[config.mk]
export PLATFORM = sky130hd
export DESIGN_NAME = sub_sequencer_flat
export DESIGN_NICKNAME = d
export VERILOG_FILES = /design/src/rtl/sub_seq_pkg.sv /design/src/rtl/sub_sequencer_if.sv /design/src/rtl/sub_cell.sv /design/src/rtl/sub_sequencer.sv /design/src/flat_wrapper.sv
export SDC_FILE = /design/constraint.sdc
export NUM_CORES = 1
export LEC_CHECK = 0
export ABC_AREA = 1
export CAP_MARGIN = 20
export CELL_PAD_IN_SITES_DETAIL_PLACEMENT = 1
export CELL_PAD_IN_SITES_GLOBAL_PLACEMENT = 2
export CORE_AREA = 2 2 99 53
export DETAILED_ROUTE_END_ITERATION = 6
export DIE_AREA = 0 0 101 55
export PLACE_DENSITY = 0.76
export SETUP_SLACK_MARGIN = 0.1
export SLEW_MARGIN = 20
export SYNTH_ARGS = -nofsm -noshare
export SYNTH_HDL_FRONTEND = slang
export SYNTH_SLANG_ARGS = --single-unit
[constraint.sdc]
create_clock -name CLOCK_50 -period 1.5 [get_ports CLOCK_50]
set_input_delay 0.3 -clock CLOCK_50 [delete_from_list [all_inputs] [get_ports CLOCK_50]]
set_output_delay 0.3 -clock CLOCK_50 [all_outputs]
set_load 0.1 [all_outputs]
[src/rtl/sub_seq_pkg.sv]
// rtl/sub_seq_pkg.sv - shared types and constants for the serial subtractor sequencer
package sub_seq_pkg;

  // Sequencer states; encoding 3 is unreachable
  typedef enum logic [1:0] {
    IDLE  = 2'd0,
    SHIFT = 2'd1,
    DONE  = 2'd2
  } state_t;

  localparam int DEFAULT_WIDTH = 4;
  localparam int OP_COUNT_W    = 8;

endpackage

[src/rtl/sub_sequencer_if.sv]
// rtl/sub_sequencer_if.sv - request/result bundle between a requester and the subtractor sequencer
interface sub_sequencer_if
  import sub_seq_pkg::*;
#(
  parameter int WIDTH = DEFAULT_WIDTH
);

  logic                  start;
  logic [WIDTH-1:0]      x;
  logic [WIDTH-1:0]      y;
  logic                  busy;
  logic                  done;
  logic [WIDTH-1:0]      diff;
  logic                  borrow;
  logic [OP_COUNT_W-1:0] op_count;

  // Requester side: issues operands and start, observes results
  modport master (
    output start, x, y,
    input  busy, done, diff, borrow, op_count
  );

  // Sequencer side: consumes operands, produces results
  modport slave (
    input  start, x, y,
    output busy, done, diff, borrow, op_count
  );

endinterface

[src/rtl/sub_cell.sv]
// rtl/sub_cell.sv - one-bit full subtractor cell
module sub_cell (
  input  logic a,
  input  logic b,
  input  logic bin,
  output logic d,
  output logic bout
);

  assign d    = a ^ b ^ bin;
  assign bout = (~a & b) | (~a & bin) | (b & bin);

endmodule

[src/rtl/sub_sequencer.sv]
// rtl/sub_sequencer.sv - bit-serial unsigned subtractor, LSB first, one cell reused per bit
module sub_sequencer
  import sub_seq_pkg::*;
#(
  parameter int WIDTH = DEFAULT_WIDTH
) (
  input  logic          CLOCK_50,
  input  logic          RESET_N,
  sub_sequencer_if.slave bus
);

  localparam int CW = $clog2(WIDTH + 1);
  typedef logic [CW-1:0]         cnt_t;
  typedef logic [OP_COUNT_W-1:0] opc_t;

  state_t           state;
  logic [WIDTH-1:0] x_sr;
  logic [WIDTH-1:0] y_sr;
  logic [WIDTH-1:0] res_sr;
  logic             bin_q;
  cnt_t             bit_cnt;

  logic             busy_q;
  logic             done_q;
  logic [WIDTH-1:0] diff_q;
  logic             borrow_q;
  opc_t             op_cnt_q;

  logic             cell_d;
  logic             cell_bout;

  sub_cell u_cell (
    .a    (x_sr[0]),
    .b    (y_sr[0]),
    .bin  (bin_q),
    .d    (cell_d),
    .bout (cell_bout)
  );

  // Sequencer: capture operands, walk WIDTH bits through the cell, then publish results
  always_ff @(posedge CLOCK_50 or negedge RESET_N) begin
    if (!RESET_N) begin
      state    <= IDLE;
      x_sr     <= '0;
      y_sr     <= '0;
      res_sr   <= '0;
      bin_q    <= 1'b0;
      bit_cnt  <= '0;
      busy_q   <= 1'b0;
      done_q   <= 1'b0;
      diff_q   <= '0;
      borrow_q <= 1'b0;
      op_cnt_q <= '0;
    end else begin
      done_q <= 1'b0;
      case (state)
        IDLE: begin
          if (bus.start) begin
            x_sr    <= bus.x;
            y_sr    <= bus.y;
            res_sr  <= '0;
            bin_q   <= 1'b0;
            bit_cnt <= '0;
            busy_q  <= 1'b1;
            state   <= SHIFT;
          end
        end
        SHIFT: begin
          // Result fills from the top so the first (LSB) bit lands in position 0
          x_sr    <= x_sr >> 1;
          y_sr    <= y_sr >> 1;
          res_sr  <= {cell_d, res_sr[WIDTH-1:1]};
          bin_q   <= cell_bout;
          bit_cnt <= bit_cnt + cnt_t'(1);
          if (bit_cnt == cnt_t'(WIDTH - 1)) begin
            state <= DONE;
          end
        end
        DONE: begin
          diff_q   <= res_sr;
          borrow_q <= bin_q;
          done_q   <= 1'b1;
          op_cnt_q <= op_cnt_q + opc_t'(1);
          busy_q   <= 1'b0;
          state    <= IDLE;
        end
        default: begin
          busy_q <= 1'b0;
          state  <= IDLE;
        end
      endcase
    end
  end

  assign bus.busy     = busy_q;
  assign bus.done     = done_q;
  assign bus.diff     = diff_q;
  assign bus.borrow   = borrow_q;
  assign bus.op_count = op_cnt_q;

endmodule

[src/flat_wrapper.sv]
// flat-port wrapper written by rule: the top's interface ports become plain ports
module sub_sequencer_flat import sub_seq_pkg::*;
#(
  parameter int WIDTH = DEFAULT_WIDTH
)
  (CLOCK_50, RESET_N, bus_start, bus_x, bus_y, bus_busy, bus_done, bus_diff, bus_borrow, bus_op_count);
  sub_sequencer_if #(.WIDTH(WIDTH)) bus_i ();
  input  logic CLOCK_50;
  input  logic RESET_N;
  input wire logic [$bits(bus_i.start)-1:0] bus_start;
  input wire logic [$bits(bus_i.x)-1:0] bus_x;
  input wire logic [$bits(bus_i.y)-1:0] bus_y;
  output wire logic [$bits(bus_i.busy)-1:0] bus_busy;
  output wire logic [$bits(bus_i.done)-1:0] bus_done;
  output wire logic [$bits(bus_i.diff)-1:0] bus_diff;
  output wire logic [$bits(bus_i.borrow)-1:0] bus_borrow;
  output wire logic [$bits(bus_i.op_count)-1:0] bus_op_count;
  assign bus_i.start = bus_start;
  assign bus_i.x = bus_x;
  assign bus_i.y = bus_y;
  assign bus_busy = bus_i.busy;
  assign bus_done = bus_i.done;
  assign bus_diff = bus_i.diff;
  assign bus_borrow = bus_i.borrow;
  assign bus_op_count = bus_i.op_count;
  sub_sequencer #(.WIDTH(WIDTH)) u_core (.CLOCK_50(CLOCK_50), .RESET_N(RESET_N), .bus(bus_i));
endmodule
After elaboration in Yosys (flattened, before gate mapping)
Index checks and enable logic that the tools add are counted.
{"block": "word_totals", "reg_bits": 33, "inputBits": 11, "out_inout_bits": 15, "wordCells": 48}
{"block": "classes", "n_addsub": 2, "n_eq_ne": 5, "muxes": 16, "n_bitwise": 9, "n_reduce_logical": 5}
{"cell": "one-hot mux 4 bit (2 select lines)", "n": 3}
{"cell": "two-way mux 4 bit", "n": 3}
{"cell": "adder 8 x 1 -> 8 bit (second input constant)", "n": 1}
{"cell": "one-hot mux 3 bit (2 select lines)", "n": 1}
{"cell": "AND reduction 2 bit", "n": 3}
{"cell": "two-way mux 2 bit", "n": 2}
{"cell": "one-hot mux 1 bit (2 select lines)", "n": 2}
{"cell": "one-hot mux 2 bit (2 select lines)", "n": 1}
{"cell": "adder 3 x 1 -> 3 bit (second input constant)", "n": 1}
{"cell": "bitwise AND 1 bit", "n": 3}
{"cell": "equality test 3 x 2 -> 1 bit (second input constant)", "n": 1}
{"cell": "two-way mux 1 bit", "n": 3}
{"cell": "two-way mux 3 bit", "n": 1}
{"cell": "equality test 2 x 1 -> 1 bit (second input constant)", "n": 1}
{"cell": "equality test 2 bit (second input constant)", "n": 1}
{"cell": "zero test 2 bit", "n": 1}
{"cell": "!= test 2 x 1 -> 1 bit (second input constant)", "n": 1}
{"cell": "!= test 2 bit (second input constant)", "n": 1}
{"cell": "NOT 1 bit", "n": 2}
{"cell": "OR 1 bit", "n": 2}
{"cell": "nonzero test 2 bit", "n": 1}
{"cell": "XOR 1 bit", "n": 2}

Logic depth before layout (Yosys ltp)
Gate-level depths: netlist of run 1.
{"block": "depth", "depth_word": 5, "mapped_depth": 7, "depth_no_buf": 7}

Modules after synthesis
A second synthesis of run 1 with hierarchy kept.
{"block": "unflattened", "hier_cells": 153, "hier_area_um2": 1466.4}
{"module": "sub_sequencer", "instances": 1, "cells_per_inst": 150, "area_each_um2": 1438.9, "seq_area_each_um2": 825.8}
{"module": "sub_cell", "instances": 1, "cells_per_inst": 3, "area_each_um2": 27.5, "seq_area_each_um2": 0.0}

Worst setup path after synthesis of run 1
No wires, ideal clock.
{"block": "synth_path", "kind": "reg-to-reg", "from": "register u_core.op_cnt_q[0] (netlist: u_core.bus.op_count[0])", "to": "register u_core.op_cnt_q[6] (netlist: u_core.bus.op_count[6])", "setup_ns": 0.114, "t_arrival_ns": 1.710, "t_required_ns": 1.386, "setup_slack_ns": -0.324, "path_stages_with_launch": 7, "n_path_buf": 0, "synth_period_minus_slack_ns": 1.824, "cell_sequence": "dfrtp_1 > ha_1 > nand3_2 > nor2_1 > nand3_1 > nand2_1 > inv_1"}
{"block": "synth_between", "elab_chain_cells": 1}
{"element": "from (decl)", "line": "sub_sequencer.sv:27", "rtl": "opc_t op_cnt_q;"}
{"element": "from (signal assigned)", "line": "sub_sequencer.sv:83", "rtl": "op_cnt_q <= op_cnt_q + opc_t'(1);"}
{"element": "adder 8 x 1 -> 8 bit", "line": "sub_sequencer.sv:83"}
Every way passes these cells.
A chain may end at the register's enable or synchronous reset.

Worst setup path after layout of run 1
{"block": "layout_path", "from": "register u_core.op_cnt_q[1] (netlist: u_core.bus.op_count[1])", "to": "output port bus_op_count[1]"}
{"element": "to (decl)", "line": "flat_wrapper.sv:17", "rtl": "output wire logic [$bits(bus_i.op_count)-1:0] bus_op_count;"}
No word-level cell between the ends.

==> results of run 1 <==
path summary, 6_finish.rpt:
kind                                        start                     end  slack [ns]
setup / recovery           u_core.bus.op_count[1]         bus_op_count[1]        0.20
hold / removal                            RESET_N  u_core.bus.op_count[1]        0.37
setup reg to reg           u_core.bus.op_count[1]  u_core.bus.op_count[6]        0.21
hold reg to reg                    u_core.y_sr[1]          u_core.y_sr[1]        0.49
max in group asynchronous                 RESET_N  u_core.bus.op_count[6]        0.94
min in group CLOCK_50              u_core.y_sr[1]          u_core.y_sr[1]        0.49
logic make-up after synthesis:
group                    after synthesis
XOR/XNOR                               4
flip-flops                            33
buffers and inverters                 25
adder cells (fa/ha/maj)                4
AND/OR/NAND/NOR                       54
AO/OA/AOI/OAI                         29
flip-flops by register name, indices dropped and copies added (netlist names), 2 cells and up:
register / count
u_core.y_sr: 4
u_core.bus.op_count: 8
u_core.bit_cnt: 3
u_core.state: 2
u_core.x_sr: 4
u_core.res_sr: 4
u_core.bus.diff: 4
per-stage QoR:
step	worst slack [ns]	hold WS, ns	cells	power, mW
global route	0.111	0.398	241	5.02
global placement	0.113	0.461	233	3.81
finish	0.205	0.366	241	4.75
floorplan	0.108	0.00441	149	3.03
CTS	0.115	0.373	241	4.79
detailed placement	0.0483	0.472	233	3.90
layout by cell type (no fill, tap or decap), drive strengths merged, types with 2 or more instances in the layout:
cell type      instances
nand3                  5
inv                   23
o22ai                  5
clkdlybuf4s50         10
nor2                   7
nand2                 41
xor2                   2
clkbuf                 7
buf                   16
o21ai                 22
dfrtp                 33
ha                     3
xnor2                  2
power groups by stage:
stage          Combinational, mW  Clock, mW  Sequential (mW)
5_1_grt                     2.49      0.938             1.59
6_report                    2.32      0.886             1.55
4_1_cts                     2.35      0.895             1.55
3_5_place_dp                2.33          0             1.56
3_3_place_gp                2.27          0             1.54
2_1_floorplan              0.737          0             2.30
final cells by class:
type | count | area, sq um
Multi-Input combinational cell | 91 | 494
Tap cell | 60 | 75.1
Timing Repair Buffer | 26 | 420
Fill cell | 540 | 2700
Clock inverter | 1 | 30.0
Sequential cell | 33 | 840
Clock buffer | 7 | 86.3
Inverter | 23 | 86.3
layer usage:
metal  wire length, microns  share of wire [%]  up-vias  global-route usage (%)
met4                     65                1.9        0                    7.43
met3                    147                4.3        8                    4.52
met2                   1470                 43       21                    19.9
li1                       -                  -      531                       -
met5                      0                  0        -                       0
met1                   1760                 51      516                    19.5
==> metrics.cfg, run 1 <==
[synth]
synth_top_area_share_pct=58.3
yosys-top-cells-count=nand2_1, dfrtp_1, inv_1
syn_inst=149
synth_top_family_by_area=simple AND/OR/NAND/NOR gates
synth-main-ff-cell=dfrtp_1
synth_xor_area_share_pct=2.47
synth_area_per_cell_sq_um=9.51
netlist_top_cells_area=dfrtp_1, nand2_1, o21ai_0, inv_1, ha_1
yosysUniqueCellTypes=22
ys_async_sr_fraction_pct=100
synth.most_common_cell=nand2_1
syn_area_sq_um=1420
synth_nets=164
ys_seq_area_share_pct=58.3
synth_fa_ha_area_share_pct=4.06
synth-simple-area-share_pct=16.6
ys_warn_count=0
synth_compound_area_share_pct=11.2
synth-seq-cells=33
synth_top_area_cell=dfrtp_1
synthMuxAreaShare_pct=0
synth_edf_count=0

[place]
dp_hpwl_microns=2500
placed_area_sq_um=1910
io_buffer_count=25
place_congestion=0.705

[detailed_routing]
firstDrtPassIters=4
drt-vias-per-instance=4.46
drtAntennaViolNets=0
drt_iter0_drc=33
wl_microns=3440
drc=0
via_count=1076
wire_per_inst_microns=14.3

[power_and_ir_drop]
p_sw_mw=2.15
p_sw_share_pct=45.2
p_leak_nw=0.965
combPwrFrac_pct=48.8
p_int_mw=2.60
power_frac_seq_pct=32.5
p_clk_share_pct=18.6
power.density_nw_per_um2=2340
peakVddDrop_mv=0.672

[global_routing]
grt_pass1_vias=1087
grt_max_degree=34
gr-total-overflow=0
grt_pass1_wl_microns=5550
grt_usage_pct=14.1
antenna_found_initial=0

[timing]
clock.fmax_mhz=772
fin_crit_ns=1.30
report.final.slew_viol_count=0
hold_viol_final=0
finalCritPeriodShare_pct=86.3
fin_skew_ns=0.00694
relSlewSlack_pct=73.7
finalSetupTns_ns=0
finalSetupViolCount=0
worst_pin_slew_ns=0.393
grt_setup_unrepaired=no

[job]
drv_cap=0

[cts]
cts_buffer_depth=2
numCtsBuffers=5
post_cts_buffers=0
cts_hold_buffers=0
htree_levels=2
clock_sinks=33
cts.repair.resized=0
cts_tree=done
cts_root_buf=clkbuf_8
clk_latency_ns=0.30
clk_pin_slew_ns=0.07

[finish]
area_growth_pct=43.3
fin_area_sq_um=2030
drive_gt1_share_pct=21.5
fin_nets=195
final_util_pct=43.0
diodes=0

[min_path]
hp-class=in2async

[floorplan]
fp.dieH_microns=55
floorplan.initialDensity_pct=30.0
io_pins=26
die_width_microns=101
core_area_sq_um=4730
rows=18
dieArea_sq_um=5560

[critical_path]
crit_fanout=4
r2r_cells=6
worst-path-stages=1
crit_chain=buf_12
required_ns=1.20
worst-path-buf-inv=1
crit_type=reg2out
worstSetupEndpointType=output port
slowest_stage=dfrtp_4
cp-start-kind=flip-flop
crit_family=flip-flops
max_stage_delay_ns=0.52
cp.arrival_ns=1.00

[outcome]
status=complete, no violations

Power figures use the tool's default switching activity.
==> inputs of run 2 (changes only) <==
--- a/config.mk
+++ b/config.mk
@@ -9,10 +9,12 @@
 export CAP_MARGIN = 20
 export CELL_PAD_IN_SITES_DETAIL_PLACEMENT = 1
 export CELL_PAD_IN_SITES_GLOBAL_PLACEMENT = 2
-export CORE_AREA = 2 2 99 53
+export CORE_AREA = 2 2 91 49
 export DETAILED_ROUTE_END_ITERATION = 6
-export DIE_AREA = 0 0 101 55
-export PLACE_DENSITY = 0.76
+export DIE_AREA = 0 0 93 51
+export DONT_BUFFER_PORTS = 1
+export GPL_ROUTABILITY_DRIVEN = 0
+export PLACE_DENSITY = 0.74
 export SETUP_SLACK_MARGIN = 0.1
 export SLEW_MARGIN = 20
 export SYNTH_ARGS = -nofsm -noshare
==> metrics.cfg, run 2 (synthesized netlist as in run 1, its figures left out) <==
[timing]
clock.fmax_mhz=751
setup_slack_ns=0.168
grt_setup_unrepaired=no
fin_skew_ns=0.00372
finalCritPeriodShare_pct=88.8
relSlewSlack_pct=71.2
report.final.slew_viol_count=0
worst_pin_slew_ns=0.430
finalSetupViolCount=0
hold_viol_final=0
finalSetupTns_ns=0
fin_crit_ns=1.33

[critical_path]
crit_chain=buf_4
regToRegSetupSlack_ns=0.29
worstSetupEndpointType=output port
max_stage_delay_ns=0.50
crit_fanout=4
crit_family=flip-flops
r2r_cells=6
cp-start-kind=flip-flop
rr_startpoint=u_core.state[0]
required_ns=1.20
worst_r2r_endpoint=u_core.bus.op_count[7]
cp.arrival_ns=1.03
crit_type=reg2out
worst-path-buf-inv=1
slowest_stage=dfrtp_4

[floorplan]
floorplan.initialDensity_pct=34.7
core_area_sq_um=4080
rows=17
fp.dieH_microns=51
dieArea_sq_um=4740
io_pins=26
die_width_microns=93

[finish]
final_util_pct=42.0
mostFrequentLayoutCells=nand2_1, dfrtp_1, inv_1, o21ai_0, buf_4
area_growth_pct=21.1
diodes=0
nFillCells=487
drive_gt1_share_pct=21.5
largest_reg_flops=8
fin_nets=186
final_common_cell=nand2_1

[global_routing]
use_met3_pct=4.72
grt_pass1_vias=1087
grt_pass1_wl_microns=5270
grt_usage_pct=15.2
globalRouteMet1Util_pct=20.1
grt_max_degree=34
antenna_found_initial=0
busiest_layer=met2
gr-total-overflow=0
use_met2_pct=22.9

[detailed_routing]
wl_microns=3140
via_count=1040
drtAntennaViolNets=0
drt_iter0_drc=40
drc=0
firstDrtPassIters=4
drt-vias-per-instance=4.54
wire_per_inst_microns=13.7

[min_path]
whs_endpoint=u_core.x_sr[3]
hp-start=bus_x[3]
hp-class=in2reg
holdPathStages=2

[power_and_ir_drop]
p_int_mw=2.12
combPwrFrac_pct=48.1
power_frac_seq_pct=35.3
p_clk_share_pct=16.6
p_leak_nw=0.862
p_sw_mw=2.03
power.density_nw_per_um2=2420
peakVddDrop_mv=0.876
p_sw_share_pct=49.0

[cts]
clk_pin_slew_ns=0.07
post_cts_buffers=0
clk_latency_ns=0.28
cts_buffer_depth=2
clock_sinks=33
cts_root_buf=clkbuf_8
numCtsBuffers=5
cts_tree=done
htree_levels=2
cts.repair.resized=0
cts_hold_buffers=2

[outcome]
status=complete, no violations

[place]
dp_hpwl_microns=2290
dp_slack_ns=0.266
io_buffer_count=0

[job]
drv_cap=0

## run 2: cell count changes in the layout (fill, tap and decap cells not counted)
cell             delta
bufinv_16           -1
nor2_4              -1
dlygate4sd3_1       +1
buf_12             -15
clkdlybuf4s50_1    -10
buf_4              +15
clkbuf_1            +1
nor2_1              +1
## run 2: worst max path at each step
stage,startpoint,end,slack [ns],depth (start not counted)
after global placement,u_core.bus.op_count[1],u_core.bus.op_count[6],0.30,6
final,u_core.bus.op_count[0],bus_op_count[0],0.17,1
after CTS,u_core.bus.op_count[1],bus_op_count[1],0.16,1
after detailed placement,u_core.state[0],u_core.bus.op_count[7],0.27,6
after floorplan,u_core.bus.op_count[1],u_core.bus.op_count[6],0.11,6
after global routing,u_core.bus.op_count[0],bus_op_count[0],0.14,1
## run 2: cell type report
cell class | count | area, sq um | area share (%)
repair buffers | 17 | 143 | 8.31
clock buffers | 8 | 90.1 | 5.25
multi-input cells | 91 | 487 | 28.4
inverters | 23 | 86.3 | 5.03
well taps | 57 | 71.3 | 4.15
flip-flops and latches | 33 | 840 | 48.9
## run 2: metrics by stage
stage / std cells / hold WS (ns) / total power, mW / instance area (sq um)
finish: 229 / 0.156 / 4.15 / 1720
floorplan: 149 / 0.00441 / 3.03 / 1430
global placement: 219 / 0.00510 / 3.40 / 1600
CTS: 229 / 0.152 / 4.20 / 1720
detailed placement: 219 / 0.00504 / 3.47 / 1600
global route: 229 / 0.176 / 4.43 / 1720
## run 2: metal layers
| metal | share of wire (%) | vias to the layer above |
|---|---|---|
| met2 | 44 | 17 |
| met3 | 4.0 | 5 |
| met5 | 0 | - |
| met4 | 1.8 | 0 |
| met1 | 50 | 506 |
| li1 | - | 512 |
## run 2: power by group through the flow
stage	sequential (mW)	clock [mW]	combinational, mW
final	1.47	0.690	2.00
after global routing	1.51	0.739	2.18
after CTS	1.47	0.703	2.02
after detailed placement	1.49	0	1.99
after global placement	1.46	0	1.94
after floorplan	2.30	0	0.737
==> inputs of run 3 (changes only) <==
--- a/config.mk
+++ b/config.mk
@@ -13,7 +13,6 @@
 export DETAILED_ROUTE_END_ITERATION = 6
 export DIE_AREA = 0 0 93 51
 export DONT_BUFFER_PORTS = 1
-export GPL_ROUTABILITY_DRIVEN = 0
 export PLACE_DENSITY = 0.74
 export SETUP_SLACK_MARGIN = 0.1
 export SLEW_MARGIN = 20
==> constraint.sdc (replaced) <==
create_clock -name CLOCK_50 -period 1.5 [get_ports CLOCK_50]
set_input_delay 0.225 -clock CLOCK_50 [delete_from_list [all_inputs] [get_ports CLOCK_50]]
set_output_delay 0.225 -clock CLOCK_50 [all_outputs]
set_load 0.1 [all_outputs]
==> metrics.cfg, run 3 (synthesized netlist as in run 1, its figures left out) <==
[power_and_ir_drop]
power_frac_seq_pct=35.7
combPwrFrac_pct=48.7
p_leak_nw=0.856
p_sw_mw=2.02
peakVddDrop_mv=0.877
power.density_nw_per_um2=2400
p_total_mw=4.09
p_int_mw=2.07
p_clk_share_pct=15.6
p_sw_share_pct=49.3

[critical_path]
crit_type=reg2out
cp.arrival_ns=1.03
startpoint=u_core.bus.op_count[0]
regToRegSetupSlack_ns=0.29
worst-path-stages=1
worst-path-buf-inv=1
worstSetupEndpointType=output port
cp-start-kind=flip-flop
rr_startpoint=u_core.state[0]
r2r_cells=6
crit_family=flip-flops
slowest_stage=dfrtp_4
crit_chain=buf_4
required_ns=1.27
max_stage_delay_ns=0.50
worst_r2r_endpoint=u_core.bus.op_count[7]
setup.worst_path.end=bus_op_count[0]
crit_fanout=4

[global_routing]
grt_pass1_vias=1034
antenna_found_initial=0
gr-total-overflow=0
grt_pass1_wl_microns=5190
grt_usage_pct=14.9
grt_max_degree=34

[finish]
largest_reg_flops=8
final_common_cell=nand2_1
fin_nets=186
mostFrequentLayoutCells=nand2_1, dfrtp_1, inv_1, o21ai_0, buf_4
area_growth_pct=20.4
diodes=0
drive_gt1_share_pct=20.9

[timing]
finalCritPeriodShare_pct=83.9
fin_skew_ns=0.00284
fin_crit_ns=1.26
clock.fmax_mhz=795
finalSetupTns_ns=0
report.final.slew_viol_count=0
relSlewSlack_pct=72.7
worst_pin_slew_ns=0.410
finalSetupViolCount=0
whs_ns=0.0804
grt_setup_unrepaired=no
hold_viol_final=0

[cts]
clk_latency_ns=0.28
clock_sinks=33
cts.repair.resized=0
cts_tree=done
numCtsBuffers=5
cts_buffer_depth=2
clk_pin_slew_ns=0.06
cts_root_buf=clkbuf_8
htree_levels=2

[floorplan]
floorplan.initialDensity_pct=34.7
core_area_sq_um=4080
rows=17
dieArea_sq_um=4740
io_pins=26
die_width_microns=93
fp.dieH_microns=51

[outcome]
status=complete, no violations

[detailed_routing]
drt_iter0_drc=47
wire_per_inst_microns=13.3
drtAntennaViolNets=0
firstDrtPassIters=4
drc=0
drt-vias-per-instance=4.54
wl_microns=3050
via_count=1040

[place]
dp_hpwl_microns=2200
io_buffer_count=0
place_congestion=0.714

[min_path]
hp-class=in2reg

[job]
drv_cap=0

## run 3: cell counts in the layout (fill, tap and decap cells not counted)
No cell type changed its count.
## run 3: how the worst min path moves through the flow
stage / from / end / slack [ns] / cells after the start
2_1_floorplan: RESET_N / u_core.bin_q / -0.07 / 0
3_3_place_gp: RESET_N / u_core.x_sr[3] / -0.07 / 0
3_5_place_dp: RESET_N / u_core.x_sr[3] / -0.07 / 0
4_1_cts: bus_x[3] / u_core.x_sr[3] / 0.08 / 2
5_1_grt: bus_x[3] / u_core.x_sr[3] / 0.1 / 2
6_report: bus_x[3] / u_core.x_sr[3] / 0.08 / 2
## run 3: what timing repair did
action	CTS	global route
endpoints found under the hold margin	33	0
setup endpoints to repair	0	0
hold buffers	2	0
setup buffers	0	0
## run 3: layout make-up
| type | instances | area, sq um |
|---|---|---|
| fillers | 497 | 2380 |
| flip-flops and latches | 33 | 840 |
| multi-input cells | 91 | 487 |
| repair buffers | 17 | 143 |
| inverters | 23 | 86.3 |
| clock buffers | 8 | 80.1 |
| well taps | 57 | 71.3 |
## run 3: through the flow
| step | util (%) | area [sq um] | worst slack (ns) | cells |
|---|---|---|---|---|
| after floorplan | - | 1430 | 0.108 | 149 |
| after global placement | 39.1 | 1600 | 0.308 | 219 |
| after detailed placement | 39.1 | 1600 | 0.292 | 219 |
| after CTS | 41.8 | 1710 | 0.232 | 229 |
| after global routing | 41.8 | 1710 | 0.167 | 229 |
| final | 41.8 | 1710 | 0.242 | 229 |
## run 3: power groups by stage
stage,sequential (mW),clock [mW],combinational [mW]
floorplan,2.30,0,0.737
global placement,1.46,0,1.94
detailed placement,1.48,0,1.98
CTS,1.47,0.668,2.02
global route,1.51,0.696,2.17
finish,1.46,0.638,1.99
## run 3: metal layers
metal	global-route usage, %	wire, microns
met1	20.2	1560
met3	5.31	134
met4	7.35	45
met2	21.3	1320
met5	0	0
